==> config.mk <==
export PLATFORM = sky130hd
export DESIGN_NAME = pattern_capture_flat
export DESIGN_NICKNAME = d
export VERILOG_FILES = /design/src/rtl/pattern_capture_pkg.sv /design/src/rtl/pattern_capture_if.sv /design/src/rtl/pattern_capture_timestep_tick_gen.sv /design/src/rtl/pattern_capture.sv /design/src/flat_wrapper.sv
export SDC_FILE = /design/constraint.sdc
export NUM_CORES = 1
export LEC_CHECK = 0
export CAP_MARGIN = 40
export CORE_AREA = 2 2 82 162
export CTS_BUF_LIST = sky130_fd_sc_hd__clkbuf_4
export DETAILED_ROUTE_END_ITERATION = 10
export DIE_AREA = 0 0 84 164
export DONT_BUFFER_PORTS = 1
export HOLD_SLACK_MARGIN = 0.05
export PLACE_DENSITY = 0.56
export REMOVE_ABC_BUFFERS = 1
export SETUP_SLACK_MARGIN = 0.3
export SLEW_MARGIN = 25
export SYNTH_ARGS = -nofsm -noshare
export SYNTH_HDL_FRONTEND = slang
export SYNTH_SLANG_ARGS = --single-unit
export TNS_END_PERCENT = 1
==> constraint.sdc <==
create_clock -name clk -period 6.6 [get_ports clk]
set_input_delay 0.99 -clock clk [delete_from_list [all_inputs] [get_ports clk]]
set_output_delay 0.99 -clock clk [all_outputs]
set_load 0.01 [all_outputs]
==> src/rtl/pattern_capture_pkg.sv <==
// Shared types and helpers for the pattern generator / capture pair.
// Holds the GPIO-width encoding, capture FSM states and timestep decoding.
package pattern_pkg;

    typedef enum logic [1:0] {
        GPIO_1 = 2'b00,
        GPIO_2 = 2'b01,
        GPIO_4 = 2'b10,
        GPIO_8 = 2'b11
    } num_gpio_e;

    typedef enum logic [2:0] {
        IDLE    = 3'd0,
        ARM     = 3'd1,
        CAPTURE = 3'd2,
        FLUSH   = 3'd3,
        DONE    = 3'd4
    } cap_state_e;

    // Terminal count of the timestep counter: period 2^(sel+1), saturating at 2^24.
    function automatic logic [23:0] ts_final_count(input logic [4:0] sel);
        logic [24:0] period;
        if (sel >= 5'd23) begin
            return 24'hFF_FFFF;
        end
        period = 25'd1 << (sel + 5'd1);
        return period[23:0] - 24'd1;
    endfunction

    // Index of the sample that completes a byte (8/W - 1).
    function automatic logic [2:0] last_sample_idx(input num_gpio_e w);
        case (w)
            GPIO_1:  return 3'd7;
            GPIO_2:  return 3'd3;
            GPIO_4:  return 3'd1;
            default: return 3'd0;
        endcase
    endfunction

    function automatic logic [7:0] bit_reverse8(input logic [7:0] v);
        logic [7:0] r;
        for (int unsigned i = 0; i < 8; i++) begin
            r[7-i] = v[i];
        end
        return r;
    endfunction

endpackage

==> src/rtl/pattern_capture_if.sv <==
// SRAM write port shared by the capture engine (master) and SRAM controller (slave).
interface pattern_capture_if #(
    parameter int unsigned ADDR_W = 19
);
    logic              sram_wr_req;
    logic              sram_wr_ack;
    logic [ADDR_W-1:0] sram_addr_cap;
    logic [7:0]        sram_wdata_cap;

    modport master (
        output sram_wr_req,
        output sram_addr_cap,
        output sram_wdata_cap,
        input  sram_wr_ack
    );

    modport slave (
        input  sram_wr_req,
        input  sram_addr_cap,
        input  sram_wdata_cap,
        output sram_wr_ack
    );
endinterface

==> src/rtl/pattern_capture_timestep_tick_gen.sv <==
// Free-running timestep counter with a tick on count zero; shared with the generator.
module timestep_tick_gen #(
    parameter int unsigned CNT_W = 24
) (
    input  logic             clk,
    input  logic             rst_n,
    input  logic             clear,
    input  logic             en,
    input  logic [CNT_W-1:0] final_count,
    output logic             tick
);
    logic [CNT_W-1:0] cnt;

    always_ff @(posedge clk or negedge rst_n) begin
        if (!rst_n) begin
            cnt <= '0;
        end else if (clear) begin
            cnt <= '0;
        end else if (en) begin
            cnt <= (cnt == final_count) ? '0 : cnt + CNT_W'(1);
        end
    end

    assign tick = en && !clear && (cnt == '0);

endmodule

==> src/rtl/pattern_capture.sv <==
// Logic-analyzer capture engine: samples W GPIOs per timestep, packs MSB-first, writes SRAM.
// Optional start trigger compiled in with `define PATTERN_CAPTURE_TRIGGER_EN.
module pattern_capture
    import pattern_pkg::*;
#(
    parameter int unsigned ADDR_W   = 19,
    parameter int unsigned TS_CNT_W = 24
) (
    input  logic              clk,
    input  logic              rst_n,
    input  logic              enable_cap,
    input  logic [23:0]       end_address_cap,
    input  logic [1:0]        num_gpio_sel_cap,
    input  logic [4:0]        timestep_sel_cap,
    input  logic [2:0]        trigger_sel_cap,
    input  logic              trigger_pol_cap,
    input  logic [7:0]        gpio_cap_in,
    output logic              capture_active,
    output logic              capture_done,
    output logic              capture_overrun,
    pattern_capture_if.master sram
);
    cap_state_e        state_q, state_d;
    logic              enable_d;
    logic              enable_rise;
    logic              tick;
    logic              byte_done;
    logic              last_addr;
    logic              ack;
    logic              trig_edge;
    logic [3:0]        w;
    logic [7:0]        shreg_q, shreg_next;
    logic [2:0]        k_q;
    logic [ADDR_W-1:0] cur_addr_q, addr_q;
    logic [7:0]        wdata_q;
    logic              req_q, done_q, overrun_q;

    assign enable_rise = enable_cap && !enable_d;
    assign w           = 4'd1 << num_gpio_sel_cap;
    assign byte_done   = tick && (k_q == last_sample_idx(num_gpio_e'(num_gpio_sel_cap)));
    assign last_addr   = (cur_addr_q == end_address_cap[ADDR_W-1:0]);
    assign ack         = sram.sram_wr_ack && req_q;

    // gpio[0] lands in the most significant bit of each W-bit group.
    assign shreg_next = (shreg_q << w) | (bit_reverse8(gpio_cap_in) >> (4'd8 - w));

`ifdef PATTERN_CAPTURE_TRIGGER_EN
    logic trig_bit, trig_d;
    logic unused_end_bits;

    assign trig_bit  = gpio_cap_in[trigger_sel_cap];
    assign trig_edge = trigger_pol_cap ? (trig_bit && !trig_d) : (!trig_bit && trig_d);
    assign unused_end_bits = ^(end_address_cap >> ADDR_W);

    always_ff @(posedge clk or negedge rst_n) begin
        if (!rst_n) begin
            trig_d <= 1'b0;
        end else begin
            trig_d <= trig_bit;
        end
    end
`else
    logic unused_inputs;

    assign trig_edge     = 1'b1;
    assign unused_inputs = ^{trigger_sel_cap, trigger_pol_cap, end_address_cap >> ADDR_W};
`endif

    timestep_tick_gen #(
        .CNT_W (TS_CNT_W)
    ) u_tick (
        .clk         (clk),
        .rst_n       (rst_n),
        .clear       (!enable_cap || (state_q != CAPTURE)),
        .en          (state_q == CAPTURE),
        .final_count (TS_CNT_W'(ts_final_count(timestep_sel_cap))),
        .tick        (tick)
    );

    always_comb begin
        state_d = state_q;
        case (state_q)
            IDLE:    if (enable_rise) state_d = ARM;
            ARM:     if (trig_edge) state_d = CAPTURE;
            CAPTURE: if (byte_done && last_addr) state_d = FLUSH;
            FLUSH:   if (ack) state_d = DONE;
            DONE:    state_d = DONE;
            default: state_d = IDLE;
        endcase
        if (!enable_cap) begin
            state_d = IDLE;
        end
    end

    always_comb begin
        capture_active = 1'b0;
        if (state_q == ARM || state_q == CAPTURE || state_q == FLUSH) begin
            capture_active = 1'b1;
        end
    end

    always_ff @(posedge clk or negedge rst_n) begin
        if (!rst_n) begin
            state_q    <= IDLE;
            enable_d   <= 1'b0;
            shreg_q    <= '0;
            k_q        <= '0;
            cur_addr_q <= '0;
            addr_q     <= '0;
            wdata_q    <= '0;
            req_q      <= 1'b0;
            done_q     <= 1'b0;
            overrun_q  <= 1'b0;
        end else begin
            state_q  <= state_d;
            enable_d <= enable_cap;
            if (!enable_cap) begin
                shreg_q    <= '0;
                k_q        <= '0;
                cur_addr_q <= '0;
                addr_q     <= '0;
                wdata_q    <= '0;
                req_q      <= 1'b0;
                done_q     <= 1'b0;
                overrun_q  <= 1'b0;
            end else begin
                if (tick) begin
                    shreg_q <= shreg_next;
                    k_q     <= byte_done ? 3'd0 : k_q + 3'd1;
                end
                // An ack landing with a completing byte frees the port for the new byte.
                if (byte_done) begin
                    if (req_q && !sram.sram_wr_ack) begin
                        overrun_q <= 1'b1;
                    end else begin
                        req_q   <= 1'b1;
                        addr_q  <= cur_addr_q;
                        wdata_q <= shreg_next;
                    end
                    cur_addr_q <= cur_addr_q + ADDR_W'(1);
                end else if (ack) begin
                    req_q <= 1'b0;
                end
                if (state_q == FLUSH && ack) begin
                    done_q <= 1'b1;
                end
            end
        end
    end

    assign capture_done        = done_q;
    assign capture_overrun     = overrun_q;
    assign sram.sram_wr_req    = req_q;
    assign sram.sram_addr_cap  = addr_q;
    assign sram.sram_wdata_cap = wdata_q;

endmodule

==> src/flat_wrapper.sv <==
// flat-port wrapper written by rule: the top's interface ports become plain ports
module pattern_capture_flat import pattern_pkg::*;
#(
    parameter int unsigned ADDR_W   = 19,
    parameter int unsigned TS_CNT_W = 24
)
  (clk, rst_n, enable_cap, end_address_cap, num_gpio_sel_cap, timestep_sel_cap, trigger_sel_cap, trigger_pol_cap, gpio_cap_in, capture_active, capture_done, capture_overrun, sram_sram_wr_req, sram_sram_addr_cap, sram_sram_wdata_cap, sram_sram_wr_ack);
  pattern_capture_if #(.ADDR_W(ADDR_W)) sram_i ();
  input  logic clk;
  input  logic rst_n;
  input  logic enable_cap;
  input  logic [23:0] end_address_cap;
  input  logic [1:0] num_gpio_sel_cap;
  input  logic [4:0] timestep_sel_cap;
  input  logic [2:0] trigger_sel_cap;
  input  logic trigger_pol_cap;
  input  logic [7:0] gpio_cap_in;
  output logic capture_active;
  output logic capture_done;
  output logic capture_overrun;
  output wire logic [$bits(sram_i.sram_wr_req)-1:0] sram_sram_wr_req;
  output wire logic [$bits(sram_i.sram_addr_cap)-1:0] sram_sram_addr_cap;
  output wire logic [$bits(sram_i.sram_wdata_cap)-1:0] sram_sram_wdata_cap;
  input wire logic [$bits(sram_i.sram_wr_ack)-1:0] sram_sram_wr_ack;
  assign sram_sram_wr_req = sram_i.sram_wr_req;
  assign sram_sram_addr_cap = sram_i.sram_addr_cap;
  assign sram_sram_wdata_cap = sram_i.sram_wdata_cap;
  assign sram_i.sram_wr_ack = sram_sram_wr_ack;
  pattern_capture #(.ADDR_W(ADDR_W), .TS_CNT_W(TS_CNT_W)) u_core (.clk(clk), .rst_n(rst_n), .enable_cap(enable_cap), .end_address_cap(end_address_cap), .num_gpio_sel_cap(num_gpio_sel_cap), .timestep_sel_cap(timestep_sel_cap), .trigger_sel_cap(trigger_sel_cap), .trigger_pol_cap(trigger_pol_cap), .gpio_cap_in(gpio_cap_in), .capture_active(capture_active), .capture_done(capture_done), .capture_overrun(capture_overrun), .sram(sram_i));
endmodule
Word level (Yosys, flattened, before mapping)

Index checks and enable logic that the tools add are counted.

Latch bits: 0
Word-level logic and storage cells: 101
Output and inout port bits: 31
Bits of input ports: 47
Memory bits (read-only): 0
Memories: 0
Memory bits (writable): 0
Register bits after elaboration: 88

Bitwise logic cells: 1
Add/subtract/negate cells: 6
Multipliers: 0
Muxes and demuxes: 35
Shift operators: 4
Reductions and logical operators: 23
Magnitude comparators: 1
Div/mod/pow operators: 0
Equality and inequality tests: 20

Operator list:

| cell                                                                     | number |
|---|---|
| 24-bit two-way mux                                                       | 5 |
| 19-bit two-way mux                                                       | 5 |
| 8-bit two-way mux                                                        | 5 |
| 24-bit by 1-bit adder with 24-bit output (second input constant)         | 1 |
| 24-bit equality test                                                     | 1 |
| 24-bit logical NOT                                                       | 1 |
| 1-bit by 5-bit left shift with 24-bit output (first input constant)      | 1 |
| 24-bit by 1-bit subtractor with 24-bit output (second input constant)    | 1 |
| 3-bit two-way mux                                                        | 7 |
| 19-bit by 1-bit adder with 19-bit output (second input constant)         | 1 |
| 19-bit equality test                                                     | 1 |
| 3-bit one-hot mux with 5 select lines                                    | 1 |
| 3-bit by 2-bit inequality test with 1-bit output (second input constant) | 4 |
| 1-bit two-way mux                                                        | 11 |
| 3-bit one-hot mux with 3 select lines                                    | 1 |
| 1-bit logical AND                                                        | 8 |
| 2-bit by 1-bit inequality test with 1-bit output (second input constant) | 4 |
| 8-bit OR                                                                 | 1 |
| 8-bit by 4-bit left shift with 8-bit output                              | 1 |
| 8-bit by 4-bit >> shifter with 8-bit output                              | 1 |
| 3-bit by 2-bit equality test with 1-bit output (second input constant)   | 2 |
| 2-bit AND reduction                                                      | 3 |
| 5-bit by 1-bit adder with 5-bit output (second input constant)           | 1 |
| 5-bit >= comparator (second input constant)                              | 1 |
| 17 further kinds                                                         | 22 |

Depth between registers and ports, before layout

Gate-level depths: netlist of run 1.

Word-level depth: 10
Depth in mapped cells: 15
Depth with buffers taken out: 10

Cells and area by module

Synthesis of run 1 repeated with hierarchy kept, for this count alone.

Cell total of the unflattened synthesis: 647
Area total of the unflattened synthesis: 6009.5 sq um

By module, submodules not included:

| module            | cells an instance | area each (sq um) | instances | sequential area each (sq um) |
|---|---|---|---|---|
| pattern_capture   | 439               | 4170.2            | 1         | 1576.5 |
| timestep_tick_gen | 208               | 1839.3            | 1         | 600.6 |

Worst setup path after synthesis of run 1

No wires, ideal clock.

Path kind: in2reg
From: in timestep_sel_cap[2]
To: reg u_core.u_tick.cnt[16]
Required time: 6481 ps
Stages: 13
Arrival: 3396 ps
Path slack: 3085 ps
Cell sequence: buf_4 > nor3_1 > nand2_1 > ha_1 > clkbuf_1 > a21o_1 > o31ai_1 > o211ai_1 > xnor2_1 > o2111ai_1 > o41ai_4 > buf_6 > nor2_1

Word-level cells in the longest chain between the ends: 8

RTL lines:

| element                                       | RTL line                                | RTL |
|---|---|---|
| start: declaration                            | flat_wrapper.sv:14                      | `input logic [4:0] timestep_sel_cap;` |
| 5-bit by 1-bit adder with 5-bit output        | pattern_capture_pkg.sv:26               | `period = 25'd1 << (sel + 5'd1);` |
| 1-bit by 5-bit left shift with 24-bit output  | pattern_capture_pkg.sv:26               |  |
| 24-bit by 1-bit subtractor with 24-bit output | pattern_capture_pkg.sv:27               | `return period[23:0] - 24'd1;` |
| 24-bit two-way mux (*)                        | pattern_capture_pkg.sv:26               |  |
| 24-bit equality test (*)                      | pattern_capture_timestep_tick_gen.sv:20 | `cnt <= (cnt == final_count) ? '0 : cnt + CNT_W'(1);` |
| 24-bit two-way mux (*)                        | pattern_capture_timestep_tick_gen.sv:20 |  |
| 24-bit two-way mux (*)                        | pattern_capture_timestep_tick_gen.sv:19 | `end else if (en) begin` |
| 24-bit two-way mux (*)                        | pattern_capture_timestep_tick_gen.sv:17 | `end else if (clear) begin` |
| end signal: assignment                        | pattern_capture_timestep_tick_gen.sv:20 |  |
| end: declaration                              | pattern_capture_timestep_tick_gen.sv:12 | `logic [CNT_W-1:0] cnt;` |

Mark *: on every way between the ends. The rest lies on a longest branch, timed or not. The select of a mux whose other input is x is not followed.
A chain may end at the register's enable or synchronous reset.

Final worst setup path of run 1

From: in timestep_sel_cap[2]
To: reg u_core.u_tick.cnt[9]

Same word-level chain as after synthesis.

==> results of run 1 <==
-- through the flow --
stage | area [µm²] | power, mW | std cells
global route | 5650 | 1.06 | 753
detailed placement | 5460 | 0.652 | 736
floorplan | 5260 | 0.629 | 584
finish | 5650 | 1.02 | 753
CTS | 5640 | 1.03 | 751
global placement | 5460 | 0.651 | 736
-- sequential cells by signal, summed over array words and instances, names as in the netlist --
register / count
u_core.cur_addr_q: 19
u_core.k_q: 3
u_core.sram.sram_addr_cap: 19
u_core.capture_overrun: 1
u_core.state_q: 3
u_core.shreg_q: 7
u_core.sram.sram_wr_req: 1
u_core.u_tick.cnt: 24
u_core.enable_d: 1
u_core.sram.sram_wdata_cap: 8
u_core.capture_done: 1
-- area by class of cell --
class	instances	area (µm²)
Fill cell	1298	6900
Multi-Input combinational cell	482	3030
Sequential cell	87	2180
Tap cell	150	188
Clock inverter	5	108
Clock buffer	10	75.1
Inverter	15	56.3
Timing Repair Buffer	3	22.5
Antenna cell	1	2.50
-- path summary, 6_finish.rpt --
kind                                                  start                                 to  slack [ns]  cells after the start
min                                                   rst_n  u_core.u_tick.cnt[17]$_DFFE_PN0P_        0.21                      0
max reg2reg                u_core.u_tick.cnt[1]$_DFFE_PN0P_   u_core.cur_addr_q[6]$_DFFE_PN0P_        3.52                      9
min in group clk              u_core.shreg_q[6]$_DFFE_PN0P_      u_core.shreg_q[6]$_DFFE_PN0P_        0.55                      2
max in group asynchronous                             rst_n      u_core.state_q[2]$_DFFE_PN0P_        6.24                      0
max                                     timestep_sel_cap[2]   u_core.u_tick.cnt[9]$_DFFE_PN0P_        3.10                     11
min reg2reg                   u_core.shreg_q[6]$_DFFE_PN0P_      u_core.shreg_q[6]$_DFFE_PN0P_        0.55                      2
-- layout by cell type (no fill, tap or decap), types with 10 or more instances in the layout --
master,n
a21oi_1,16
and2_1,18
clkbuf_4,10
dfrtp_1,87
inv_1,15
nand2_1,98
nand3_1,31
nand4_1,20
nor2_1,50
nor2b_1,11
o21ai_0,51
xnor2_1,50
xor2_1,23
-- kinds of logic (layout without fill, tap and decap cells) --
family	Yosys count	after routing	synth area share [%]
adder cells (fa/ha/maj)	6	6	1.36
AND/OR/NAND/NOR	276	276	24.7
flip-flops	87	87	39.6
XOR/XNOR	73	73	11.6
AO/OA/AOI/OAI	112	112	13.0
buffers and inverters	62	33	5.46
multiplexers	15	15	4.37
other	0	1	0
-- power by group --
part	internal, mW	switching [mW]	leakage (nW)
clock network	0.196	0.185	0.0967
logic	0.0409	0.0512	0.941
registers	0.540	0.00891	1.21
total	0.777	0.245	2.24
-- metal layers --
| metal | vias to the layer above | GRT usage, % | share of wire [%] |
|---|---|---|---|
| met3 | 36 | 2.46 | 3.4 |
| met1 | 2120 | 21.8 | 37 |
| met4 | 0 | 12.8 | 4.3 |
| met5 | - | 0 | 0 |
| met2 | 113 | 38.3 | 55 |
| li1 | 2119 | - | - |
==> impl_metrics.py, run 1 <==
metrics = {
    "clock_network": {
        "htreeDepth": 3,
        "clk_path_buf_depth": 2,
        "clk_latency_ns": 0.45,
        "clk_pin_slew_ns": 0.15,
        "postCtsHoldBufs": 0,
        "cts_tree": "yes",
        "cts_sinks": 87,
        "postCtsSetupBuffers": 0,
        "cts_made_buffers": 9,
        "cts_resized": 0,
        "root_buffer": "clkbuf_4",
    },
    "run_status": {
        "outcome": "finished clean",
    },
    "layout": {
        "drive_gt1_share_pct": 5.65,
        "finish.utilization_pct": 45.0,
        "finalNetCount": 651,
        "area_growth_pct": 2.75,
    },
    "global_route": {
        "grt_pass1_vias": 4497,
        "grt_max_degree": 88,
        "grt_usage_pct": 20.6,
        "antenna_found_initial": 1,
        "grt_pass1_wl_um": 22500,
        "overflow": 0,
    },
    "drt": {
        "drtAntennaViolNets": 0,
        "drc": 0,
        "vias": 4388,
        "vias_per_cell": 5.83,
        "firstDrtPassIters": 5,
        "drt_iter0_drc": 223,
        "wl_per_cell_um": 18.3,
        "wirelength_um": 13800,
    },
    "place": {
        "gp_congestion": 0.889,
        "place_hpwl_um": 10100,
        "io_buffers": 0,
        "post-place-ws_ns": 2.66,
    },
    "die": {
        "fp.dieW_um": 84,
        "initial_utilization_pct": 43.8,
        "coreArea_um2": 12600,
        "die_h_um": 164,
        "dieArea_um2": 13800,
        "pin_count": 78,
        "num_rows": 58,
    },
    "power_and_ir_drop": {
        "worst_ir_drop_vdd_mv": 0.131,
        "power_per_cell_area_nw_per_um2": 181,
        "power_leakage_nw": 2.24,
    },
    "timing": {
        "fin_setup_tns_ns": 0,
        "finalMaxSlewViolations": 0,
        "min_period_over_period_pct": 53.0,
        "slew_headroom_pct": 53.5,
        "hold-worst-slack_ns": 0.211,
        "fmax_mhz": 286,
        "worst_pin_slew_ns": 0.697,
        "setup_ws_ns": 3.10,
        "post-route-min-period_ns": 3.50,
        "rsz0062_at_grt": "no",
        "final-hold-violation-count": 0,
        "setup_viol": 0,
        "finClkSkew_ns": 0.0251,
    },
    "synthesis": {
        "yosysMostFrequentCell": "nand2_1",
        "synth_area_leaders": "dfrtp_1, xnor2_1, nand2_1",
        "synth_top_area_share_pct": 39.6,
        "synthTopCellsByCount": "nand2_1, dfrtp_1, o21ai_0, nor2_1, xnor2_1",
        "ys_seq_area_share_pct": 39.6,
        "synth_area_leader_cell": "dfrtp_1",
        "yosysWarnings": 0,
        "syn_inst": 631,
        "ys_ff_latch": 87,
        "synth_cell_types": 59,
        "syn_area_um2": 5500,
        "synthArstFlopShare_pct": 100,
        "avgSynthCellArea_um2": 8.72,
        "yosys_most_used_dff": "dfrtp_1",
        "synth_edf_count": 0,
    },
    "worst_setup_path": {
        "crit_type": "in2reg",
        "cp-end-kind": "flop",
        "path_max_fanout": 27,
        "start_kind": "input pin",
        "critical-path-slowest-cell": "nor3_1",
        "path_buf_inv": 1,
        "cpMostUsedCell": "nor3_1",
        "crit_family": "compound AO/OA/AOI/OAI gates",
        "critPathMaxStageDelay_ns": 0.46,
        "cp_data_arrival_time_ns": 3.83,
        "path_cells": "nor3_1 -> nand2_1 -> ha_1 -> xnor2_1 -> nor3_1 -> a311o_1 -> mux2_2 -> o2111ai_1 -> o41ai_4 -> buf_4 -> nor2_1",
        "cp.required_ns": 6.93,
    },
    "min_path": {
        "min_path_type": "in2async",
    },
    "job": {
        "cap_viol_max_count": 0,
    },
}
Note: power is estimated with default switching activity, not from simulation.
==> run 2: changes to the inputs <==
--- a/config.mk
+++ b/config.mk
@@ -12,7 +12,7 @@
 export DIE_AREA = 0 0 84 164
 export DONT_BUFFER_PORTS = 1
 export HOLD_SLACK_MARGIN = 0.05
-export PLACE_DENSITY = 0.56
+export PLACE_DENSITY = 0.59
 export REMOVE_ABC_BUFFERS = 1
 export SETUP_SLACK_MARGIN = 0.3
 export SLEW_MARGIN = 25
==> constraint.sdc (replaced) <==
create_clock -name clk -period 2.9 [get_ports clk]
set_input_delay 0.435 -clock clk [delete_from_list [all_inputs] [get_ports clk]]
set_output_delay 0.435 -clock clk [all_outputs]
set_load 0.01 [all_outputs]
==> run 2 against run 1 <==
  * Wire length is 2.9% lower
  * Global-route usage down 0.64 points
  * Count of clock-buffer cells in the layout shrank 1
  * Core utilization increased by 1.3 points
  * Non-clock buffer count grew 19
  * Critical path depth fell by 1
  * Clock skew increased by 0.0083 ns
  * Sequential cell count stayed put
  * Die area did not move
  * Total power increased by 120%
  * Combinational power grew to 2.7 times the previous value
  * Via count is 2.2% higher
  * Largest power group unchanged
==> impl_metrics.py, run 2 (synthesis results as in run 1) <==
metrics = {
    "timing": {
        "slew_headroom_pct": 69.5,
        "fin_setup_tns_ns": 0,
        "min_period_over_period_pct": 83.3,
        "finClkSkew_ns": 0.0334,
        "finalMaxSlewViolations": 0,
        "setup_viol": 0,
        "final-hold-violation-count": 0,
        "fmax_mhz": 414,
        "post-route-min-period_ns": 2.41,
        "worst_pin_slew_ns": 0.453,
        "rsz0062_at_grt": "yes",
    },
    "global_route": {
        "overflow": 0,
        "grt_pass1_vias": 4417,
        "grt_max_degree": 88,
        "grt_pass1_wl_um": 22000,
        "antenna_found_initial": 1,
        "grt_usage_pct": 20.0,
    },
    "clock_network": {
        "htreeDepth": 3,
        "cts_sinks": 87,
        "root_buffer": "clkbuf_4",
        "clk_path_buf_depth": 2,
        "clk_pin_slew_ns": 0.14,
        "clk_latency_ns": 0.45,
        "cts_made_buffers": 9,
        "cts_tree": "yes",
    },
    "drt": {
        "vias": 4483,
        "wl_per_cell_um": 17.3,
        "drt_iter0_drc": 212,
        "wirelength_um": 13400,
        "firstDrtPassIters": 5,
        "drtAntennaViolNets": 0,
        "vias_per_cell": 5.80,
        "drc": 0,
    },
    "job": {
        "cap_viol_max_count": 0,
    },
    "worst_setup_path": {
        "crit_family": "simple AND/OR/NAND/NOR gates",
        "crit_type": "reg2reg",
        "critPathMaxStageDelay_ns": 0.47,
        "path_max_fanout": 8,
        "path_buf_inv": 2,
        "cp.required_ns": 3.24,
        "critical-path-slowest-cell": "dfrtp_2",
        "start_kind": "flop",
        "cp_data_arrival_time_ns": 2.75,
        "path_cells": "inv_1 -> ha_1 -> nor4b_1 -> buf_4 -> nand4_1 -> a211oi_2 -> and4_4 -> nand3_1 -> xnor2_1 -> and2_1",
        "cp-end-kind": "flop",
    },
    "die": {
        "coreArea_um2": 12600,
        "num_rows": 58,
        "initial_utilization_pct": 43.8,
        "die_h_um": 164,
        "dieArea_um2": 13800,
        "fp.dieW_um": 84,
        "pin_count": 78,
    },
    "layout": {
        "top_register": "u_core.u_tick.cnt",
        "area_growth_pct": 5.75,
        "final_cell_mix": "nand2_1, dfrtp_1, o21ai_0, xnor2_1, nor2_1",
        "fill_cells": 1204,
        "drive_gt1_share_pct": 9.00,
        "final_common_cell": "nand2_1",
        "finalNetCount": 670,
        "largest_reg_flops": 24,
    },
    "min_path": {
        "min_path_type": "in2reg",
    },
    "place": {
        "io_buffers": 0,
        "gp_congestion": 0.939,
        "place_hpwl_um": 9580,
    },
    "run_status": {
        "outcome": "finished clean",
    },
    "power_and_ir_drop": {
        "worst_ir_drop_vdd_mv": 0.339,
        "power_mw": 2.22,
        "power_per_cell_area_nw_per_um2": 381,
        "power_leakage_nw": 2.34,
    },
}
-- run 2: worst paths after layout --
kind                                                       start                                        end  slack (ns)  depth (start not counted)
worst max-delay path            u_core.u_tick.cnt[1]$_DFFE_PN0P_           u_core.cur_addr_q[6]$_DFFE_PN0P_        0.49                         10
worst min-delay path                                  enable_cap  u_core.sram.sram_wdata_cap[7]$_DFFE_PN0P_        0.12                          2
worst max register to register  u_core.u_tick.cnt[1]$_DFFE_PN0P_           u_core.cur_addr_q[6]$_DFFE_PN0P_        0.49                         10
worst min register to register     u_core.shreg_q[6]$_DFFE_PN0P_              u_core.shreg_q[6]$_DFFE_PN0P_        0.54                          2
max in group asynchronous                                  rst_n           u_core.u_tick.cnt[1]$_DFFE_PN0P_        1.97                          2
min in group asynchronous                                  rst_n              u_core.shreg_q[4]$_DFFE_PN0P_        0.56                          2
-- run 2: repair_timing --
item                                   4_1_cts  5_1_grt
pin swaps                                    0        3
buffers inserted                             0        5
hold buffers                                 3        0
resized for setup                            1        5
endpoints found under the hold margin       88        0
setup endpoints to repair                    9       24
-- run 2: worst reg2reg max path, stage by stage (launching register included) --
cell	delay (ns)
dfrtp_2	0.47
inv_1	0.09
ha_1	0.13
nor4b_1	0.23
buf_4	0.17
nand4_1	0.15
a211oi_2	0.32
and4_4	0.34
nand3_1	0.11
xnor2_1	0.15
and2_1	0.16
-- run 2: cell type report --
type | instances | area (µm²) | area share [%]
multi-input cells | 482 | 3030 | 52.1
flip-flops and latches | 87 | 2180 | 37.4
repair buffers | 22 | 215 | 3.70
well taps | 150 | 188 | 3.23
clock inverters | 7 | 78.8 | 1.35
clock buffers | 9 | 67.6 | 1.16
inverters | 15 | 56.3 | 0.968
diodes | 1 | 2.50 | 0.0430
-- run 2: routing by layer --
metal  wire length [µm]  track usage [%]  vias to the layer above
met3                622             3.97                       34
met4                412             8.65                        0
li1                   -                -                     2156
met1               5030             21.5                     2160
met5                  0                0                        -
met2               7330             37.3                      133
-- run 2: power breakdown --
group	internal [mW]	leakage [nW]	switching, mW
registers	1.23	1.21	0.0206
clock network	0.274	0.0813	0.440
logic	0.110	1.06	0.142
-- run 2: stage by stage --
step	setup slack, ns	std cells	util (%)	area (µm²)	hold WS, ns
2_1_floorplan	-0.340	584	-	5260	0.139
3_3_place_gp	0.0172	748	44.4	5580	0.143
3_5_place_dp	-0.0306	748	44.4	5580	0.142
4_1_cts	0.261	767	46.0	5770	0.0620
5_1_grt	0.301	773	46.4	5820	0.0777
6_report	0.485	773	46.4	5820	0.120
==> run 3: changes to the inputs <==
==> constraint.sdc (replaced) <==
create_clock -name clk -period 2.2 [get_ports clk]
set_input_delay 0.33 -clock clk [delete_from_list [all_inputs] [get_ports clk]]
set_output_delay 0.33 -clock clk [all_outputs]
set_load 0.01 [all_outputs]
==> run 3 against run 2 <==
  * The flow now finishes with violations (negative hold slack, negative setup slack)
  * Critical path depth grew 2
  * Clock power grew 24%
  * Die area is the same
  * Clock skew shrank 0.019 ns
  * Non-clock buffer count grew 85
  * Combinational power grew 44%
  * Sequential power grew 31%
  * Final cell count grew 11%
  * Count of clock-buffer cells in the layout grew 3
  * Sequential share of layout area shrank 4.4 points
  * Worst setup slack lost 0.62 ns
==> impl_metrics.py, run 3 (synthesis results as in run 1) <==
metrics = {
    "die": {
        "die_h_um": 164,
        "initial_utilization_pct": 43.8,
        "num_rows": 58,
        "fp.dieW_um": 84,
        "pin_count": 78,
        "dieArea_um2": 13800,
        "coreArea_um2": 12600,
    },
    "place": {
        "place_inst": 811,
        "place_hpwl_um": 11100,
        "gp_congestion": 0.987,
        "post-place-ws_ns": -0.572,
        "place_area_um2": 6050,
        "io_buffers": 0,
    },
    "global_route": {
        "overflow": 0,
        "grt_max_degree": 88,
        "grt_pass1_vias": 4948,
        "antenna_found_initial": 1,
        "grt_pass1_wl_um": 24800,
        "grt_usage_pct": 22.5,
    },
    "worst_setup_path": {
        "r2r_end": "u_core.cur_addr_q[18]$_DFFE_PN0P_",
        "r2r-start": "u_core.u_tick.cnt[0]$_DFFE_PN0P_",
        "crit_type": "reg2reg",
        "rrSetupSlack_ns": -0.14,
        "rr_worst_depth": 12,
        "cp-end-kind": "flop",
        "cp-startpoint": "u_core.u_tick.cnt[0]$_DFFE_PN0P_",
        "timing.critical_path.to": "u_core.cur_addr_q[18]$_DFFE_PN0P_",
        "cp_data_arrival_time_ns": 2.64,
        "cp.required_ns": 2.50,
        "path_max_fanout": 8,
        "start_kind": "flop",
    },
    "layout": {
        "drive_gt1_share_pct": 19.2,
        "design_area_um2": 6600,
        "top_register": "u_core.u_tick.cnt",
        "final_common_cell": "nand2_1",
        "final_cell_mix": "nand2_1, dfrtp_1, buf_4, xnor2_1, nor2_1",
        "fill_cells": 1159,
        "finalNetCount": 755,
        "largest_reg_flops": 24,
        "layout.cells.non_filler": 858,
        "area_growth_pct": 19.9,
    },
    "clock_network": {
        "cts_made_buffers": 9,
        "root_buffer": "clkbuf_4",
        "cts_tree": "yes",
        "clk_path_buf_depth": 2,
        "cts_sinks": 87,
        "clk_latency_ns": 0.41,
        "htreeDepth": 3,
        "clk_pin_slew_ns": 0.12,
        "postCtsHoldBufs": 21,
    },
    "power_and_ir_drop": {
        "power_leakage_nw": 2.74,
        "power_per_cell_area_nw_per_um2": 438,
        "worst_ir_drop_vdd_mv": 0.481,
    },
    "timing": {
        "worst_pin_slew_ns": 0.473,
        "finClkSkew_ns": 0.0147,
        "rsz0062_at_grt": "yes",
        "slew_headroom_pct": 68.5,
        "hold-worst-slack_ns": -0.407,
        "final-hold-violation-count": 88,
        "post-route-min-period_ns": 2.34,
        "setup_viol": 47,
        "fin_setup_tns_ns": -1.38,
        "finalMaxSlewViolations": 0,
        "min_period_over_period_pct": 106,
        "fmax_mhz": 428,
        "setup_ws_ns": -0.137,
    },
    "drt": {
        "drtAntennaViolNets": 0,
        "vias_per_cell": 5.65,
        "drt_iter0_drc": 180,
        "wirelength_um": 14900,
        "firstDrtPassIters": 5,
        "vias": 4847,
        "wl_per_cell_um": 17.4,
        "drc": 0,
    },
    "job": {
        "cap_viol_max_count": 0,
    },
    "run_status": {
        "outcome": "finished, violations left",
        "violations": "negative hold slack, negative setup slack",
    },
    "min_path": {
        "min_path_type": "in2async",
    },
}
## run 3: cell type report
class	count	area [µm²]	share of cell area, %
Antenna cell	1	2.50	0.0379
Timing Repair Buffer	107	903	13.7
Sequential cell	87	2180	33.0
Clock buffer	12	90.1	1.36
Multi-Input combinational cell	482	3140	47.5
Clock inverter	4	46.3	0.701
Tap cell	150	188	2.84
Inverter	15	56.3	0.853
## run 3: worst max-delay path: stages, from the launching register on
cell and delay (ns):
dfrtp_1 0.41, inv_2 0.08, ha_4 0.13, nor4b_4 0.17
buf_4 0.15, nand4_1 0.14, a211oi_2 0.24, buf_4 0.15
and4_1 0.21, buf_6 0.14, nand4_1 0.12, xnor2_1 0.14
and2_1 0.14
## run 3: stage by stage
stage                     total power [mW]  util, %
after detailed placement              2.02     48.2
final                                 2.89     52.6
after CTS                             2.92     52.3
after global placement                2.01     48.2
after global routing                  3.02     52.6
after floorplan                       1.89        -
## run 3: what timing repair did
action,4_1_cts,5_1_grt
gates resized for setup,29,9
endpoints found under the hold margin,142,120
pin swaps,29,14
endpoints found under the setup margin,80,82
buffers inserted,8,1
## run 3: power by group
| part | internal (mW) | total [mW] | switching [mW] |
|---|---|---|---|
| Sequential | 1.62 | 1.64 | 0.0236 |
| Combinational | 0.181 | 0.363 | 0.181 |
| Clock | 0.381 | 0.884 | 0.503 |
## run 3: layer usage
layer | GRT usage [%] | vias to the layer above | wire length (µm)
met2 | 41.4 | 140 | 8180
met4 | 14.1 | 0 | 945
met1 | 23.5 | 2333 | 5230
li1 | - | 2325 | -
met3 | 3.37 | 49 | 585
met5 | 0 | - | 0
## run 3: worst min-delay path by stage
stage,startpoint,endpoint,slack (ns),depth (start not counted)
floorplan,rst_n,u_core.capture_done$_DFFE_PN0P_,0.03,0
global placement,rst_n,u_core.sram.sram_wdata_cap[1]$_DFFE_PN0P_,0.04,0
detailed placement,rst_n,u_core.sram.sram_wdata_cap[1]$_DFFE_PN0P_,0.04,0
CTS,rst_n,u_core.sram.sram_wdata_cap[4]$_DFFE_PN0P_,-0.44,0
global route,rst_n,u_core.sram.sram_wdata_cap[1]$_DFFE_PN0P_,-0.46,0
finish,rst_n,u_core.sram.sram_wdata_cap[1]$_DFFE_PN0P_,-0.41,0
